### config.mk
export PLATFORM = sky130hd
export DESIGN_NAME = time_of_day_counter
export DESIGN_NICKNAME = d
export VERILOG_FILES = /design/src/rtl/time_of_day_counter_pkg.sv /design/src/rtl/bcd_mod_counter.sv /design/src/rtl/time_of_day_counter.sv
export SDC_FILE = /design/constraint.sdc
export NUM_CORES = 1
export LEC_CHECK = 0
export CAP_MARGIN = 30
export CORE_ASPECT_RATIO = 1.4
export CORE_UTILIZATION = 50
export DETAILED_ROUTE_END_ITERATION = 12
export GPL_ROUTABILITY_DRIVEN = 0
export PLACE_DENSITY_LB_ADDON = 0.08
export SYNTH_ARGS = -nofsm -noshare
export SYNTH_HDL_FRONTEND = slang
export SYNTH_SLANG_ARGS = --single-unit
### constraint.sdc
create_clock -name clk_in -period 6.9 [get_ports clk_in]
set_clock_uncertainty 0.1 [all_clocks]
set_input_delay 2.07 -clock clk_in [delete_from_list [all_inputs] [get_ports clk_in]]
set_output_delay 2.07 -clock clk_in [all_outputs]
set_load 0.02 [all_outputs]
### src/rtl/time_of_day_counter_pkg.sv
`default_nettype none
// ============================================================================
// Module   : time_of_day_counter_pkg
// Brief    : BCD limits, reset time constants and BCD helpers for the clock.
// Revision : 1.0 - initial release
// ============================================================================
package time_of_day_counter_pkg;

    localparam logic [7:0] SEC_MAX   = 8'h59;
    localparam logic [7:0] MIN_MAX   = 8'h59;
    localparam logic [7:0] HR24_MAX  = 8'h23;
    localparam logic [7:0] HR12_MAX  = 8'h12;
    localparam logic [7:0] HR12_MIN  = 8'h01;
    localparam logic [7:0] RST_HH_24 = 8'h00;
    localparam logic [7:0] RST_HH_12 = 8'h12;
    localparam logic [7:0] RST_MM    = 8'h00;
    localparam logic [7:0] RST_SS    = 8'h00;

    typedef struct packed {
        logic [7:0] hh;
        logic [7:0] mm;
        logic [7:0] ss;
    } bcd_time_t;

    function automatic logic [6:0] bcd_to_bin(input logic [7:0] b);
        return ({3'b000, b[7:4]} * 7'd10) + {3'b000, b[3:0]};
    endfunction

    // Argument is always below 100, so both quotient and remainder fit a nibble.
    function automatic logic [7:0] bin_to_bcd(input logic [6:0] v);
        logic [3:0] tens;
        logic [3:0] units;
        tens  = 4'(v / 7'd10);
        units = 4'(v % 7'd10);
        return {tens, units};
    endfunction

    function automatic logic bcd_digits_ok(input logic [7:0] b);
        return (b[7:4] <= 4'd9) && (b[3:0] <= 4'd9);
    endfunction

endpackage
`default_nettype wire

### src/rtl/bcd_mod_counter.sv
`default_nettype none
// ============================================================================
// Module   : bcd_mod_counter
// Brief    : Two-digit BCD counter MIN..MAX with variable increment and wrap carry.
// Revision : 1.0 - initial release
// ============================================================================
module bcd_mod_counter
    import time_of_day_counter_pkg::*;
#(
    parameter logic [7:0] MAX     = 8'h59,
    parameter logic [7:0] MIN     = 8'h00,
    parameter logic [7:0] RST_VAL = 8'h00
) (
    input  logic       clk_in,
    input  logic       reset,
    input  logic       en,
    input  logic [3:0] inc,
    input  logic       load,
    input  logic [7:0] load_val,
    output logic [7:0] q,
    output logic       carry
);

    localparam logic [6:0] c_max_bin = bcd_to_bin(MAX);
    localparam logic [6:0] c_min_bin = bcd_to_bin(MIN);
    localparam logic [6:0] c_span    = c_max_bin - c_min_bin + 7'd1;

    logic [7:0] r_q;
    logic [6:0] w_sum;
    logic       w_wrap;
    logic [6:0] w_next;

    // Arithmetic in binary keeps the wrap a single compare for any increment.
    assign w_sum  = bcd_to_bin(r_q) + {3'b000, inc};
    assign w_wrap = (w_sum > c_max_bin);
    assign w_next = w_wrap ? (w_sum - c_span) : w_sum;
    assign carry  = en && w_wrap;
    assign q      = r_q;

    always_ff @(posedge clk_in) begin
        if (reset) begin
            r_q <= RST_VAL;
        end else if (load) begin
            r_q <= load_val;
        end else if (en) begin
            r_q <= bin_to_bcd(w_next);
        end
    end

endmodule
`default_nettype wire

### src/rtl/time_of_day_counter.sv
`default_nettype none
// ============================================================================
// Module   : time_of_day_counter
// Brief    : HH:MM:SS BCD time of day advanced by rising edges of a divided clock.
// Revision : 1.0 - initial release
// ============================================================================
module time_of_day_counter
    import time_of_day_counter_pkg::*;
#(
    parameter int MODE_24H = 1,
    parameter int SEC_STEP = 1
) (
    input  logic       clk_in,
    input  logic       reset,
    input  logic       tick_in,
    input  logic       hold,
    input  logic       set_en,
    input  logic [7:0] set_hh,
    input  logic [7:0] set_mm,
    input  logic [7:0] set_ss,
    input  logic       set_pm,
    output logic [7:0] hh,
    output logic [7:0] mm,
    output logic [7:0] ss,
    output logic       pm,
    output logic       min_pulse,
    output logic       day_pulse,
    output logic       set_err
);

    localparam logic [7:0] c_hr_max = (MODE_24H != 0) ? HR24_MAX  : HR12_MAX;
    localparam logic [7:0] c_hr_min = (MODE_24H != 0) ? 8'h00     : HR12_MIN;
    localparam logic [7:0] c_hr_rst = (MODE_24H != 0) ? RST_HH_24 : RST_HH_12;
    localparam logic [3:0] c_sec_inc = 4'(SEC_STEP);

    logic      r_tick_d;
    logic      r_min_pulse;
    logic      r_day_pulse;
    logic      r_set_err;
    logic      w_adv;
    logic      w_set_valid;
    logic      w_load;
    logic      w_ss_carry;
    logic      w_mm_carry;
    logic      w_hh_carry;
    logic      w_day;
    bcd_time_t w_set;

    assign w_set = '{hh: set_hh, mm: set_mm, ss: set_ss};

    // A set strobe swallows any tick edge arriving in the same cycle.
    assign w_adv = tick_in && !r_tick_d && !hold && !set_en;

    assign w_set_valid = bcd_digits_ok(w_set.hh) && bcd_digits_ok(w_set.mm)
                      && bcd_digits_ok(w_set.ss)
                      && (w_set.ss <= SEC_MAX) && (w_set.mm <= MIN_MAX)
                      && (w_set.hh <= c_hr_max) && (w_set.hh >= c_hr_min);
    assign w_load = set_en && w_set_valid;

    bcd_mod_counter #(.MAX(SEC_MAX), .MIN(8'h00), .RST_VAL(RST_SS)) u_ss (
        .clk_in   (clk_in),
        .reset    (reset),
        .en       (w_adv),
        .inc      (c_sec_inc),
        .load     (w_load),
        .load_val (w_set.ss),
        .q        (ss),
        .carry    (w_ss_carry)
    );

    bcd_mod_counter #(.MAX(MIN_MAX), .MIN(8'h00), .RST_VAL(RST_MM)) u_mm (
        .clk_in   (clk_in),
        .reset    (reset),
        .en       (w_ss_carry),
        .inc      (4'd1),
        .load     (w_load),
        .load_val (w_set.mm),
        .q        (mm),
        .carry    (w_mm_carry)
    );

    bcd_mod_counter #(.MAX(c_hr_max), .MIN(c_hr_min), .RST_VAL(c_hr_rst)) u_hh (
        .clk_in   (clk_in),
        .reset    (reset),
        .en       (w_mm_carry),
        .inc      (4'd1),
        .load     (w_load),
        .load_val (w_set.hh),
        .q        (hh),
        .carry    (w_hh_carry)
    );

    generate
        if (MODE_24H != 0) begin : g_pm_24h
            logic w_unused_pm;
            assign w_unused_pm = set_pm;
            assign pm    = 1'b0;
            assign w_day = w_hh_carry;
        end else begin : g_pm_12h
            logic r_pm;
            logic w_unused_carry;
            logic w_to_noon;
            assign w_unused_carry = w_hh_carry;
            // 11 -> 12 is the am/pm boundary; 12 -> 01 leaves the flag alone.
            assign w_to_noon = w_mm_carry && (hh == 8'h11);
            assign w_day     = w_to_noon && r_pm;
            assign pm        = r_pm;
            always_ff @(posedge clk_in) begin
                if (reset) begin
                    r_pm <= 1'b0;
                end else if (w_load) begin
                    r_pm <= set_pm;
                end else if (w_to_noon) begin
                    r_pm <= !r_pm;
                end
            end
        end
    endgenerate

    always_ff @(posedge clk_in) begin
        if (reset) begin
            r_tick_d    <= 1'b0;
            r_min_pulse <= 1'b0;
            r_day_pulse <= 1'b0;
            r_set_err   <= 1'b0;
        end else begin
            r_tick_d    <= tick_in;
            r_min_pulse <= w_ss_carry;
            r_day_pulse <= w_day;
            r_set_err   <= set_en && !w_set_valid;
        end
    end

    assign min_pulse = r_min_pulse;
    assign day_pulse = r_day_pulse;
    assign set_err   = r_set_err;

endmodule
`default_nettype wire

# Yosys cells after proc, flatten, opt, wreduce, memory -nomap -nowiden
# Cells that the tools add are included.
[op_classes] add_sub_neg=9 mul=3 n_div=6 n_lt_le_gt_ge=13 mux=9 n_reduce_logical=24
[ops] operator="$mux W8" count=6
[ops] operator="$le A4 B4 Y1 const B" count=6
[ops] operator="$add A7 B1 Y7 const B" count=3
[ops] operator="$add A7 B4 Y7" count=3
[ops] operator="$div A7 B4 Y7 const B" count=3
[ops] operator="$mod A7 B4 Y7 const B" count=3
[ops] operator="$mux W7" count=3
[ops] operator="$mul A4 B3 Y6 const B" count=3
[ops] operator="$logic_and A1 B1 Y1" count=17
[ops] operator="$le A8 B7 Y1 const B" count=2
[ops] operator="$gt A7 B6 Y1 const B" count=2
[ops] operator="$sub A7 B6 Y7 const B" count=2
[ops] operator="$ge A8 B1 Y1 const B" count=1
[ops] operator="$le A8 B6 Y1 const B" count=1
[ops] operator="$gt A7 B5 Y1 const B" count=1
[ops] operator="$sub A7 B5 Y7 const B" count=1
[ops] operator="$reduce_bool A2 Y1" count=3
[ops] operator="$logic_not A1 Y1" count=4
[totals] register_bits=28 in_bits=30 output_inout_bits=28

# Depth between registers and ports, before layout
[logic_depth] ltp_word=10 ltp_mapped=23

# Modules after synthesis
# Synthesis repeated with hierarchy kept, for this count alone.
[unflattened] cells_unflattened=561 hier_area_um2=4520.6
[modules_own_cells] mod="bcd_mod_counter at u_mm ..." n_inst=2 cells_per_inst=176 area_per_inst_um2=1436.4 seq_area_each_um2=160.2
[modules_own_cells] mod="bcd_mod_counter at u_hh" n_inst=1 cells_per_inst=185 area_per_inst_um2=1443.9 seq_area_each_um2=160.2
[modules_own_cells] mod="time_of_day_counter" n_inst=1 cells_per_inst=24 area_per_inst_um2=203.9 seq_area_each_um2=80.1

# Worst setup path before layout
# OpenSTA, ideal clock, no wires.
[synth_timing] path_type="register to register" startpoint="register u_hh.r_q[4] (netlist: u_hh.q[4])" endpoint="register u_hh.r_q[2] (netlist: u_hh.q[2])" setup_ns=0.088 arrival_time_ns=4.550 setup_slack_ns=2.162 path_stages_with_launch=20 n_path_buf=2 synth_period_minus_slack_ns=4.738 path_cell_list="dfxtp_1 -> ha_1 -> ha_1 -> buf_2 -> or3_1 -> nand2_1 -> inv_1 -> buf_2 -> ha_1 -> nor2_1 -> o2111ai_4 -> o21a_4 -> mux2_1 -> o21ai_2 -> o31ai_1 -> inv_1 -> ha_1 -> nor3_1 -> or3b_4 -> a311oi_2"
[synth_between] elab_chain_len=8 word_cells_on_any_way=9
[synth_rtl] item="start, declared" line="bcd_mod_counter.sv:28" source="logic [7:0] r_q;"
[synth_rtl] item="start signal, assigned" line="bcd_mod_counter.sv:44" source="r_q <= load_val;"
[synth_rtl] item="start signal, assigned" line="bcd_mod_counter.sv:46" source="r_q <= bin_to_bcd(w_next);"
[synth_rtl] item="$mul A4 B3 Y6 (*)" line="time_of_day_counter_pkg.sv:26" source="return ({3'b000, b[7:4]} * 7'd10) + {3'b000, b[3:0]};"
[synth_rtl] item="$add A7 B4 Y7 (*)" line="time_of_day_counter_pkg.sv:26"
[synth_rtl] item="$add A7 B1 Y7 (*)" line="bcd_mod_counter.sv:34" source="assign w_sum = bcd_to_bin(r_q) + {3'b000, inc};"
[synth_rtl] item="$sub A7 B5 Y7 / $gt A7 B5 Y1 (equally long branches)" line="bcd_mod_counter.sv:36, bcd_mod_counter.sv:35"
[synth_rtl] item="$mux W7 (*)" line="bcd_mod_counter.sv:36" source="assign w_next = w_wrap ? (w_sum - c_span) : w_sum;"
[synth_rtl] item="$mod A7 B4 Y7 (*)" line="time_of_day_counter_pkg.sv:34" source="units = 4'(v % 7'd10);"
[synth_rtl] item="$mux W8 (*)" line="bcd_mod_counter.sv:45" source="end else if (en) begin"
[synth_rtl] item="$mux W8 (*)" line="bcd_mod_counter.sv:43" source="end else if (load) begin"
# Every way passes the cells marked *; elsewhere a longest branch is shown, timed or not. The select of a mux whose other input is x is not followed.
# A chain may end at the register's enable or synchronous reset.

# Worst setup path after layout
[layout_timing] startpoint="register u_ss.r_q[4] (netlist: u_ss.q[4])" endpoint="register u_ss.r_q[2] (netlist: u_ss.q[2])"
[layout_between] elab_chain_len=8 word_cells_on_any_way=9
[layout_rtl] item="start, declared" line="bcd_mod_counter.sv:28"
[layout_rtl] item="start signal, assigned" line="bcd_mod_counter.sv:44"
[layout_rtl] item="start signal, assigned" line="bcd_mod_counter.sv:46"
[layout_rtl] item="$mul A4 B3 Y6 (*)" line="time_of_day_counter_pkg.sv:26"
[layout_rtl] item="$add A7 B4 Y7 (*)" line="time_of_day_counter_pkg.sv:26"
[layout_rtl] item="$add A7 B1 Y7 (*)" line="bcd_mod_counter.sv:34"
[layout_rtl] item="$sub A7 B6 Y7 / $gt A7 B6 Y1 (equally long branches)" line="bcd_mod_counter.sv:36, bcd_mod_counter.sv:35"
[layout_rtl] item="$mux W7 (*)" line="bcd_mod_counter.sv:36"
[layout_rtl] item="$mod A7 B4 Y7 (*)" line="time_of_day_counter_pkg.sv:34"
[layout_rtl] item="$mux W8 (*)" line="bcd_mod_counter.sv:45"
[layout_rtl] item="$mux W8 (*)" line="bcd_mod_counter.sv:43"
# Marks and branches as above.

==> summary.md <==
| Metric | Value |
|---|---|
| Worst R2R Start | `u_ss.q[4]$_SDFFE_PP0P_` |
| Initial Util | `51.9%` |
| DRC Markers | `0` |
| Rows | `38` |
| H-tree depth | `1` |
| Critical Path Source | `u_ss.q[4]$_SDFFE_PP0P_` |
| Synth area leaders | `dfxtp_1, ha_1, a21oi_1, xnor2_1, o21ai_0` |
| Post-synthesis compound-gate area fraction | `36.2%` |
| CP dominant cell by count | `ha_1` |
| Post-CTS resize count | `0` |
| Buf/Inv on CP | `1` |
| Largest net degree at the start of global routing | `36` |
| DRT iter0 DRCs | `355` |
| Initial antenna violation count | `0` |
| NumNets Final | `650` |
| Status | `complete, no violations` |
| Synth Cell Area | `4040 um2` |
| Met1 WL | `4600 um` |
| Crit path max fanout | `10` |
| Setup Total Neg Slack | `0 ns` |
| Final period utilization | `75.9%` |
| DR vias | `4,428` |
| Global-route wire length before repair | `19,000 um` |
| Fmax | `191 MHz` |
| Class of the worst hold path | `register to register` |
| Ant diodes | `0` |
| Final Setup Violations | `0` |
| Post-Synth Simple-Gate Area | `23.8%` |
| Post-CTS setup buffers | `0` |
| DP Area | `4640 um2` |
| Global Route Usage Sum | `28.0%` |
| Cell taking the most area after synthesis | `dfxtp_1` |
| Max Slew Vio Count | `0` |
| Largest family of logic cells by synthesized area | `compound AO/OA/AOI/OAI gates` |
| Die area | `8460 um2` |
| Critical path capture point type | `register` |
| Fillers | `721` |
| EDFF count, synth | `0` |
| Critical path's slowest cell | `xnor2_1` |
| Share of cells above drive strength 1 | `5.19%` |
| Max-Cap Viols | `0` |
| Die width | `78.0 um` |
| Flip-flop and latch area | `561 um2` |
| Vias in the first global route | `4,100` |
| P_leak | `1.93 nW` |
| Core area | `7800 um2` |
| Post-synthesis adder-cell area fraction | `13.8%` |
| Worst hold start | `u_ss.q[3]$_SDFFE_PP0P_` |
| Ys Warns | `0` |
| Met3 WL | `486 um` |
| TritonCTS clock tree | `done` |
| XOR/XNOR share of the synthesized area | `5.82%` |
| Worst EP arrival | `5.33 ns` |
| Yosys top cell area share | `13.9%` |
| DR WL/cell | `17.5 um` |
| Syn_area_per_cell | `7.52 um2` |
| PD cells | `72.6 nW/um2` |
| Vias per inst | `6.53` |
| VDD IR max | `0.0859 mV` |
| Synthesized Nets | `609` |
| Max layer used | `met4` |
| WS Path Type | `register to register` |
| Synthesis-to-layout area growth | `16.5%` |
| Worst-path clk slew | `0.11 ns` |
| Cell area after layout | `4710 um2` |
| Worst endpoint required time | `6.99 ns` |
| Unrepaired setup endpoints after global routing | `no` |
| Routed Antenna Nets | `0` |
| DP Wirelength | `9350 um` |
| DR WL met2 | `6350 um` |
| Clock Sink Count | `28` |
| Slew margin rel. | `33.9%` |
| Synth Instances | `538` |
| Final min period | `5.24 ns` |
| Multiplexer area fraction after synthesis | `1.52%` |
| Kind of cell adding the most delay to the critical path | `compound AO/OA/AOI/OAI gates` |
| Post-CTS Hold Buffers | `0` |
| CP max stage delay | `0.59 ns` |
| Chip height | `108 um` |
| Clk buf depth | `2` |
| Overflow after GRT | `0` |
| Number of synthesized register bits | `28` |
| Synth Flop Type | `dfxtp_1` |
| Sequential cell area fraction in the yosys report | `13.9%` |
| Worst-Skew Late Latency | `0.29 ns` |
| Final hold vios | `0` |
| PortBufs | `55` |
| Multi-input logic area | `3280 um2` |
| TritonCTS buffer count | `3` |
| Post-synthesis cell type count | `78` |
| Ports | `58` |
| Drt total wl | `11,800 um` |
| Drt pass-1 iters | `5` |
| Startpoint Class | `register` |
| Synth async-reset ratio | `0%` |
| Root buf cell | `clkbuf_8` |
| Slew @ Worst Pin | `0.985 ns` |
| CP cell instances | `ha_1 > ha_1 > xnor2_1 > ha_1 > a21oi_1 > a211oi_1 > o21ai_0 > a21oi_1 > mux2i_1 > and3_1 > nor2_1 > ha_1 > inv_1 > nor3_1 > o311ai_2 > nor4_1 > a211o_1` |
## through the flow
step / utilization, % / power [mW] / setup slack (ns) / hold WS, ns / std cells
floorplan: - / 0.183 / 2.16 / 0.440 / 538
global placement: 59.5 / 0.207 / 1.84 / 0.435 / 674
detailed placement: 59.5 / 0.208 / 1.76 / 0.435 / 674
CTS: 60.4 / 0.342 / 1.74 / 0.453 / 678
global route: 60.4 / 0.349 / 1.15 / 0.485 / 678
finish: 60.4 / 0.342 / 1.66 / 0.459 / 678
## path summary, 6_finish.rpt
path	depth (start not counted)	to	slack, ns
worst max-delay path	17	u_ss.q[2]$_SDFFE_PP0P_	1.66
worst min-delay path	2	u_ss.q[3]$_SDFFE_PP0P_	0.46
worst max register to register	17	u_ss.q[2]$_SDFFE_PP0P_	1.66
worst min register to register	2	u_ss.q[3]$_SDFFE_PP0P_	0.46
## cells in the mapped netlist (all sizes together) (11+ instances only)
cell	instances
a31oi	11
xnor2	21
a21o	14
nor3	22
a21oi	44
nor2	40
ha	35
inv	28
dfxtp	28
a22oi	12
nand2	31
clkbuf	13
o21ai	36
nand3	25
## metal layers
metal / global-route usage (%) / up-vias
met5: 0 / -
met4: 11.2 / 0
met3: 2.70 / 31
met2: 55.0 / 163
met1: 30.4 / 2089
li1: - / 2145
## layout by cell type, fill, tap and decap left out, types with 8 or more instances in the layout
cell type        Yosys  final
o21ai_0             32     32
a22oi_1             12     12
inv_1               28     28
ha_1                35     35
nand2b_1             8      8
nand2_1             31     31
a21o_1              14     14
nor2_1              40     40
a21oi_1             42     42
xnor2_1             20     20
nand3_1             25     25
nor3_1              22     22
clkdlybuf4s50_1      0     55
dfxtp_1             28     28
a31oi_1             11     11
and3_1               9      9
## flip-flops by register name, summed over array words and instances, names as in the netlist
name	count
u_hh.q	8
set_err	1
min_pulse	1
u_mm.q	8
day_pulse	1
r_tick_d	1
u_ss.q	8
## report_power, final
part | total (mW) | internal (mW) | switching [mW]
Sequential | 0.164 | 0.163 | 0.00124
Combinational | 0.0405 | 0.0218 | 0.0188
Clock | 0.137 | 0.0780 | 0.0595
## logic make-up (layout without fill, tap and decap cells)
kind of cell,Yosys count,after routing
adders and majority gates,41,41
buffers and inverters,49,89
DFF,28,28
other,1,1
and+or+nand+nor,185,185
muxes,6,6
xor gates and xnor gates,26,26
AOI/OAI and AO/OA,202,202
## final cells by class
type                    instances  area share, %
clock inverters                 1          0.637
repair buffers                 57           12.0
well taps                     100           2.66
clock buffers                   3          0.876
multi-input cells             461           69.7
inverters                      28           2.23
flip-flops and latches         28           11.9
## worst register-to-register path, delay by kind of cell (launching register included)
kind	cells	cell delay, ns
DFF	1	0.46
xor gates and xnor gates	1	0.59
AOI/OAI and AO/OA	6	1.89
and+or+nand+nor	4	0.52
buffers and inverters	1	0.11
adders and majority gates	4	1.07
muxes	1	0.39
(Power assumes the default switching activity.)
==> variant 1, RTL diff (config.mk and constraints unchanged) <==
Change the parameter `MODE_24H` from 1 to 0.
--- a/src/rtl/time_of_day_counter.sv
+++ b/src/rtl/time_of_day_counter.sv
@@ -7,7 +7,7 @@
 module time_of_day_counter
     import time_of_day_counter_pkg::*;
 #(
-    parameter int MODE_24H = 1,
+    parameter int MODE_24H = 0,
     parameter int SEC_STEP = 1
 ) (
     input  logic       clk_in,
Function: changed (Yosys sat finds a counterexample within 4 cycles, from zero or initial values and one cycle with reset high).
==> variant 1 against the unedited design <==
  * Count of clock-buffer cells in the layout up 3
  * Core utilization up 0.45 points
  * Sequential cell count up 1
  * Die area up 3.5%
  * Maximum frequency down 5.1%
  * Synthesized area up 3.6%
  * Wire length up 4.9%
  * Cell area up 5.3%
  * Non-clock buffer count up 4
  * Setup slack worse by 0.28 ns
  * Global-route usage up 0.94 points
  * Power up 37%
==> variant 1: results (changes against the unedited design) <==
{| class="wikitable"
! Metric !! Value
|-
| Library cells used by synthesis || 90 (+15%)
|-
| # H-tree levels || 2 (+1)
|-
| Number of ordinary inverters in the final layout || 29 (+3.6%)
|-
| Maximum number of pins on one net before global-route repair || 35 (-2.8%)
|-
| DRC violation total after the first TritonRoute iteration || 127 (-64%)
|-
| Post-synthesis sequential element count || 29 (+3.6%)
|-
| Slew at the pin closest to its max-slew limit || 0.868 ns (-0.117 ns)
|-
| Fraction of power spent switching nets || 21.0% (-2.3 points)
|-
| Count of clock-net buffers in the final layout || 6 (+3)
|-
| Footprint of the multi-input gates || 3370 sq um (+2.6%)
|-
| Terminating pin of the worst hold path || day_pulse$_SDFF_PP0_
|-
| Worst path arrival time || 5.57 ns (+0.24 ns)
|-
| Number of inserted diodes || 0 (unchanged)
|-
| Maximum cell stage delay along the critical path || 0.74 ns (+0.15 ns)
|-
| Critical path destination || u_hh.q[1]$_SDFFE_PP1P_
|-
| Net count after synthesis || 611 (+0.33%)
|-
| Outcome || finished, final reports clean
|-
| Buffers added on ports || 57 (+3.6%)
|-
| Fraction of layout instances using a drive strength above 1 || 6.13% (+0.94 points)
|-
| Clock transition at the registers of the reported paths || 0.06 ns (-0.05 ns)
|-
| Clock-cell share of area || 3.56% (+2.0 points)
|-
| Hold_sp || pm$_SDFFE_PP0P_
|-
| # fillers || 777 (+7.8%)
|-
| Worst IR drop on VDD || 0.101 mV (+18%)
|-
| Top cells by instance count after synthesis || sky130_fd_sc_hd__nor2_1, sky130_fd_sc_hd__ha_1, sky130_fd_sc_hd__a21oi_1
|-
| Register-to-Register Setup Slack || 1.39 ns (-0.28 ns)
|-
| Static leakage || 0.00190 uW (-1.3%)
|-
| Buffer depth of the longest clock path || 2 (unchanged)
|-
| Total Routing Usage GR || 29.0% (+0.94 points)
|-
| Cell types occupying the most area after synthesis || sky130_fd_sc_hd__dfxtp_1, sky130_fd_sc_hd__ha_1, sky130_fd_sc_hd__xnor2_1
|-
| DR vias/cell || 6.47 (-0.89%)
|-
| Part of the Yosys area used for sequential elements || 13.9% (about the same)
|-
| Number of buffers inserted during clock tree synthesis || 5 (+2)
|-
| Number of global-route vias before repair || 4214 (+2.8%)
|-
| Number of cells on the worst hold path || 1 (-1)
|-
| Fraction of cell area in non-clock buffers || 12.1% (+0.053 points)
|-
| Net count reported at finish || 657 (+1.1%)
|-
| Seq. cell area || 581 sq um (+3.6%)
|-
| First-pass GRT wire length || 19.9 mm (+5.0%)
|}
-- variant 1: changes by cell type after synthesis, moves of 5 or more --
| cell | unedited run | this run |
|---|---|---|
| sky130_fd_sc_hd__o21ai_0 | 32 | 24 |
| sky130_fd_sc_hd__nand3_1 | 25 | 18 |
| sky130_fd_sc_hd__a32oi_1 | 0 | 5 |
| sky130_fd_sc_hd__a211oi_1 | 5 | 12 |
| sky130_fd_sc_hd__a21o_1 | 14 | 6 |
| sky130_fd_sc_hd__nor3_1 | 22 | 16 |
| sky130_fd_sc_hd__a21oi_1 | 42 | 34 |
| sky130_fd_sc_hd__clkbuf_1 | 13 | 7 |
| sky130_fd_sc_hd__and3_1 | 9 | 4 |
| sky130_fd_sc_hd__nor2_1 | 40 | 48 |
-- variant 1: power groups by stage --
| stage | clock network (uW) | registers (uW) | logic (uW) |
|---|---|---|---|
| after CTS | 260 | 170 | 40.4 |
| after detailed placement | 0 | 173 | 40.1 |
| final | 259 | 170 | 40.7 |
| after global routing | 268 | 170 | 43.6 |
| after floorplan | 0 | 174 | 15.1 |
| after global placement | 0 | 174 | 39.7 |
-- variant 1: kinds of logic after synthesis --
logic type	Yosys count	synth area share (%)
adders and majority gates	42	13.6
and+or+nand+nor	179	22.3
buffers and inverters	51	5.76
xor gates and xnor gates	31	7.76
DFF	29	13.9
AOI/OAI and AO/OA	196	33.7
muxes	12	3.08
-- variant 1: per-layer routing --
layer	routed length (um)	GRT usage [%]	up-vias
met2	6810	57.8	145
met4	393	13.2	0
li1	-	-	2155
met5	0	0	-
met1	4820	30.1	2133
met3	391	2.39	27
-- variant 1: metrics by stage --
stage	cell area, sq um	worst slack [ns]	std cells
floorplan	4190	2.21	540
global placement	4780	1.79	680
detailed placement	4780	1.48	681
CTS	4960	1.46	689
global route	4960	0.756	689
finish	4960	1.39	689
==> variant 2, RTL diff (same settings) <==
Made on the original files. Reset style: asynchronous (`reset`), changed in 3 clocked blocks.
--- a/src/rtl/bcd_mod_counter.sv
+++ b/src/rtl/bcd_mod_counter.sv
@@ -37,7 +37,7 @@
     assign carry  = en && w_wrap;
     assign q      = r_q;
 
-    always_ff @(posedge clk_in) begin
+    always_ff @(posedge clk_in or posedge reset) begin
         if (reset) begin
             r_q <= RST_VAL;
         end else if (load) begin
--- a/src/rtl/time_of_day_counter.sv
+++ b/src/rtl/time_of_day_counter.sv
@@ -105,7 +105,7 @@
             assign w_to_noon = w_mm_carry && (hh == 8'h11);
             assign w_day     = w_to_noon && r_pm;
             assign pm        = r_pm;
-            always_ff @(posedge clk_in) begin
+            always_ff @(posedge clk_in or posedge reset) begin
                 if (reset) begin
                     r_pm <= 1'b0;
                 end else if (w_load) begin
@@ -117,7 +117,7 @@
         end
     endgenerate
 
-    always_ff @(posedge clk_in) begin
+    always_ff @(posedge clk_in or posedge reset) begin
         if (reset) begin
             r_tick_d    <= 1'b0;
             r_min_pulse <= 1'b0;
Function: differs if reset is asserted again (counterexample within 4 cycles, from zero or initial values and one cycle with reset high); with reset held inactive, the same outputs for 10 cycles.
==> variant 2 against the unedited design <==
  * Critical path type unchanged
  * First-iteration DRC count shrank 41%
  * Wire length shrank 1.2%
  * Die area grew 2.3%
  * Setup slack lost 0.24 ns
  * Non-clock buffer count is the same
  * Synthesized area grew 2.4%
  * Sequential cell count is the same
  * Cell area grew 1.7%
  * Maximum frequency shrank 4.4%
Power is left out: it rests on default switching activity, and per cell area and clock period it moved more than threefold.
==> variant 2: results (changes against the unedited design) <==
{| class="wikitable"
! Metric !! Value
|-
| Register-to-Register Setup Slack || 1.43 ns (-0.24 ns)
|-
| Worst min-delay path category || reg2reg
|-
| Slowest stage cell on the critical path || sky130_fd_sc_hd__ha_1
|-
| Yosys synthesis warning count || 0 (unchanged)
|-
| Routed len/inst || 18.1 um (+3.5%)
|-
| PostCTS Resize Cnt || 0 (unchanged)
|-
| Number of global-route vias before repair || 3914 (-4.5%)
|-
| Library cells used by synthesis || 88 (+13%)
|-
| Maximum fanout along the worst path || 9 (-1)
|-
| Final Max Slew Viols || 0 (unchanged)
|-
| Adder and majority cell fraction of the synthesized area || 13.5% (-0.32 points)
|-
| Detail Placement HPWL || 9.31 mm (-0.41%)
|-
| Fraction of layout instances using a drive strength above 1 || 9.14% (+4.0 points)
|-
| Insertion delay to the later sink of the worst-skew pair || 0.27 ns (-0.02 ns)
|-
| Top cells by instance count after synthesis || sky130_fd_sc_hd__nand2_1, sky130_fd_sc_hd__a21oi_1, sky130_fd_sc_hd__ha_1
|-
| Net count after synthesis || 578 (-5.1%)
|-
| Iteration count of the initial detailed-routing pass || 5 (unchanged)
|-
| # fillers || 746 (+3.5%)
|-
| Outcome || finished, final reports clean
|-
| Number of antenna violations at the first check in global routing || 0 (unchanged)
|-
| Slew at the pin closest to its max-slew limit || 1.01 ns (+0.0226 ns)
|-
| Post-synthesis async set-or-reset flop share || 100% (+100 points)
|-
| DRC violation total after the first TritonRoute iteration || 211 (-41%)
|-
| Postcts setup bufs || 0 (unchanged)
|-
| Part of the Yosys area used for sequential elements || 16.9% (+3.1 points)
|-
| Top flip-flop cell by instance count after synthesis || sky130_fd_sc_hd__dfrtp_1
|-
| First-pass GRT wire length || 18.3 mm (-3.4%)
|-
| Maximum number of pins on one net before global-route repair || 22 (-39%)
|-
| Net count reported at finish || 619 (-4.8%)
|-
| Total Routing Usage GR || 26.7% (-1.3 points)
|-
| Share of the synthesized area in compound gates (AO/OA/AOI/OAI) || 33.9% (-2.2 points)
|-
| Buffer depth of the longest clock path || 2 (unchanged)
|-
| Cell types occupying the most area after synthesis || sky130_fd_sc_hd__dfrtp_1, sky130_fd_sc_hd__ha_1, sky130_fd_sc_hd__xnor2_1
|-
| Post-synthesis share of cell area spent on xor and xnor gates || 7.56% (+1.7 points)
|-
| DR vias/cell || 6.42 (-1.7%)
|-
| Maximum cell stage delay along the critical path || 0.51 ns (-0.08 ns)
|-
| Fraction of synthesized area in multiplexers || 3.96% (+2.4 points)
|-
| Root cell of the clock tree || sky130_fd_sc_hd__clkbuf_8
|-
| Buffers added on ports || 55 (unchanged)
|}
-- variant 2: kinds of logic after synthesis --
logic type | Yosys count
flops | 28
fa+ha+maj | 41
compound gates | 191
other cells | 1
simple gates | 146
xor+xnor | 31
buf+inv | 55
mux | 14
-- variant 2: final cells by class --
class                           instances  area (sq um)  share of cell area [%]
Tap cell                              100           125                    2.61
Sequential cell                        28           701                    14.6
Multi-Input combinational cell        424          3200                    66.7
Inverter                               34           128                    2.66
Clock buffer                            4          55.1                    1.15
Timing Repair Buffer                   57           586                    12.2
-- variant 2: worst paths after layout --
check | start | to | depth (start not counted)
max | u_hh.q[4]$_DFFE_PP0P_ | u_hh.q[2]$_DFFE_PP0P_ | 19
min | u_mm.q[2]$_DFFE_PP0P_ | u_mm.q[2]$_DFFE_PP0P_ | 2
max reg2reg | u_hh.q[4]$_DFFE_PP0P_ | u_hh.q[2]$_DFFE_PP0P_ | 19
min reg2reg | u_mm.q[2]$_DFFE_PP0P_ | u_mm.q[2]$_DFFE_PP0P_ | 2
max in group asynchronous | reset | u_mm.q[2]$_DFFE_PP0P_ | 3
min in group asynchronous | reset | u_ss.q[7]$_DFFE_PP0P_ | 2
-- variant 2: per-layer routing --
metal  GRT usage (%)  share of wire [%]  vias up
met5               0                  0        -
li1                -                  -     1986
met3            1.08                3.5       14
met2            52.4                 53      131
met4            7.79                2.2        0
met1            31.0                 41     2021
-- variant 2: metrics by stage --
stage | util [%] | worst slack [ns] | std cells | hold slack (ns) | area (sq um)
finish | 60.7 | 1.43 | 647 | 0.510 | 4790
global route | 60.7 | 1.06 | 647 | 0.528 | 4790
CTS | 60.7 | 1.45 | 647 | 0.504 | 4790
detailed placement | 60.0 | 1.48 | 643 | 0.478 | 4740
global placement | 59.7 | 1.62 | 642 | 0.470 | 4710
floorplan | - | 2.18 | 507 | 0.426 | 4140
-- variant 2: critical path: cells and delay by family, from the launching register on --
| family | cells | cell delay [ns] |
|---|---|---|
| simple gates | 4 | 0.45 |
| fa+ha+maj | 4 | 1.39 |
| mux | 1 | 0.37 |
| compound gates | 8 | 2.13 |
| xor+xnor | 1 | 0.33 |
| flops | 1 | 0.47 |
| buf+inv | 1 | 0.16 |
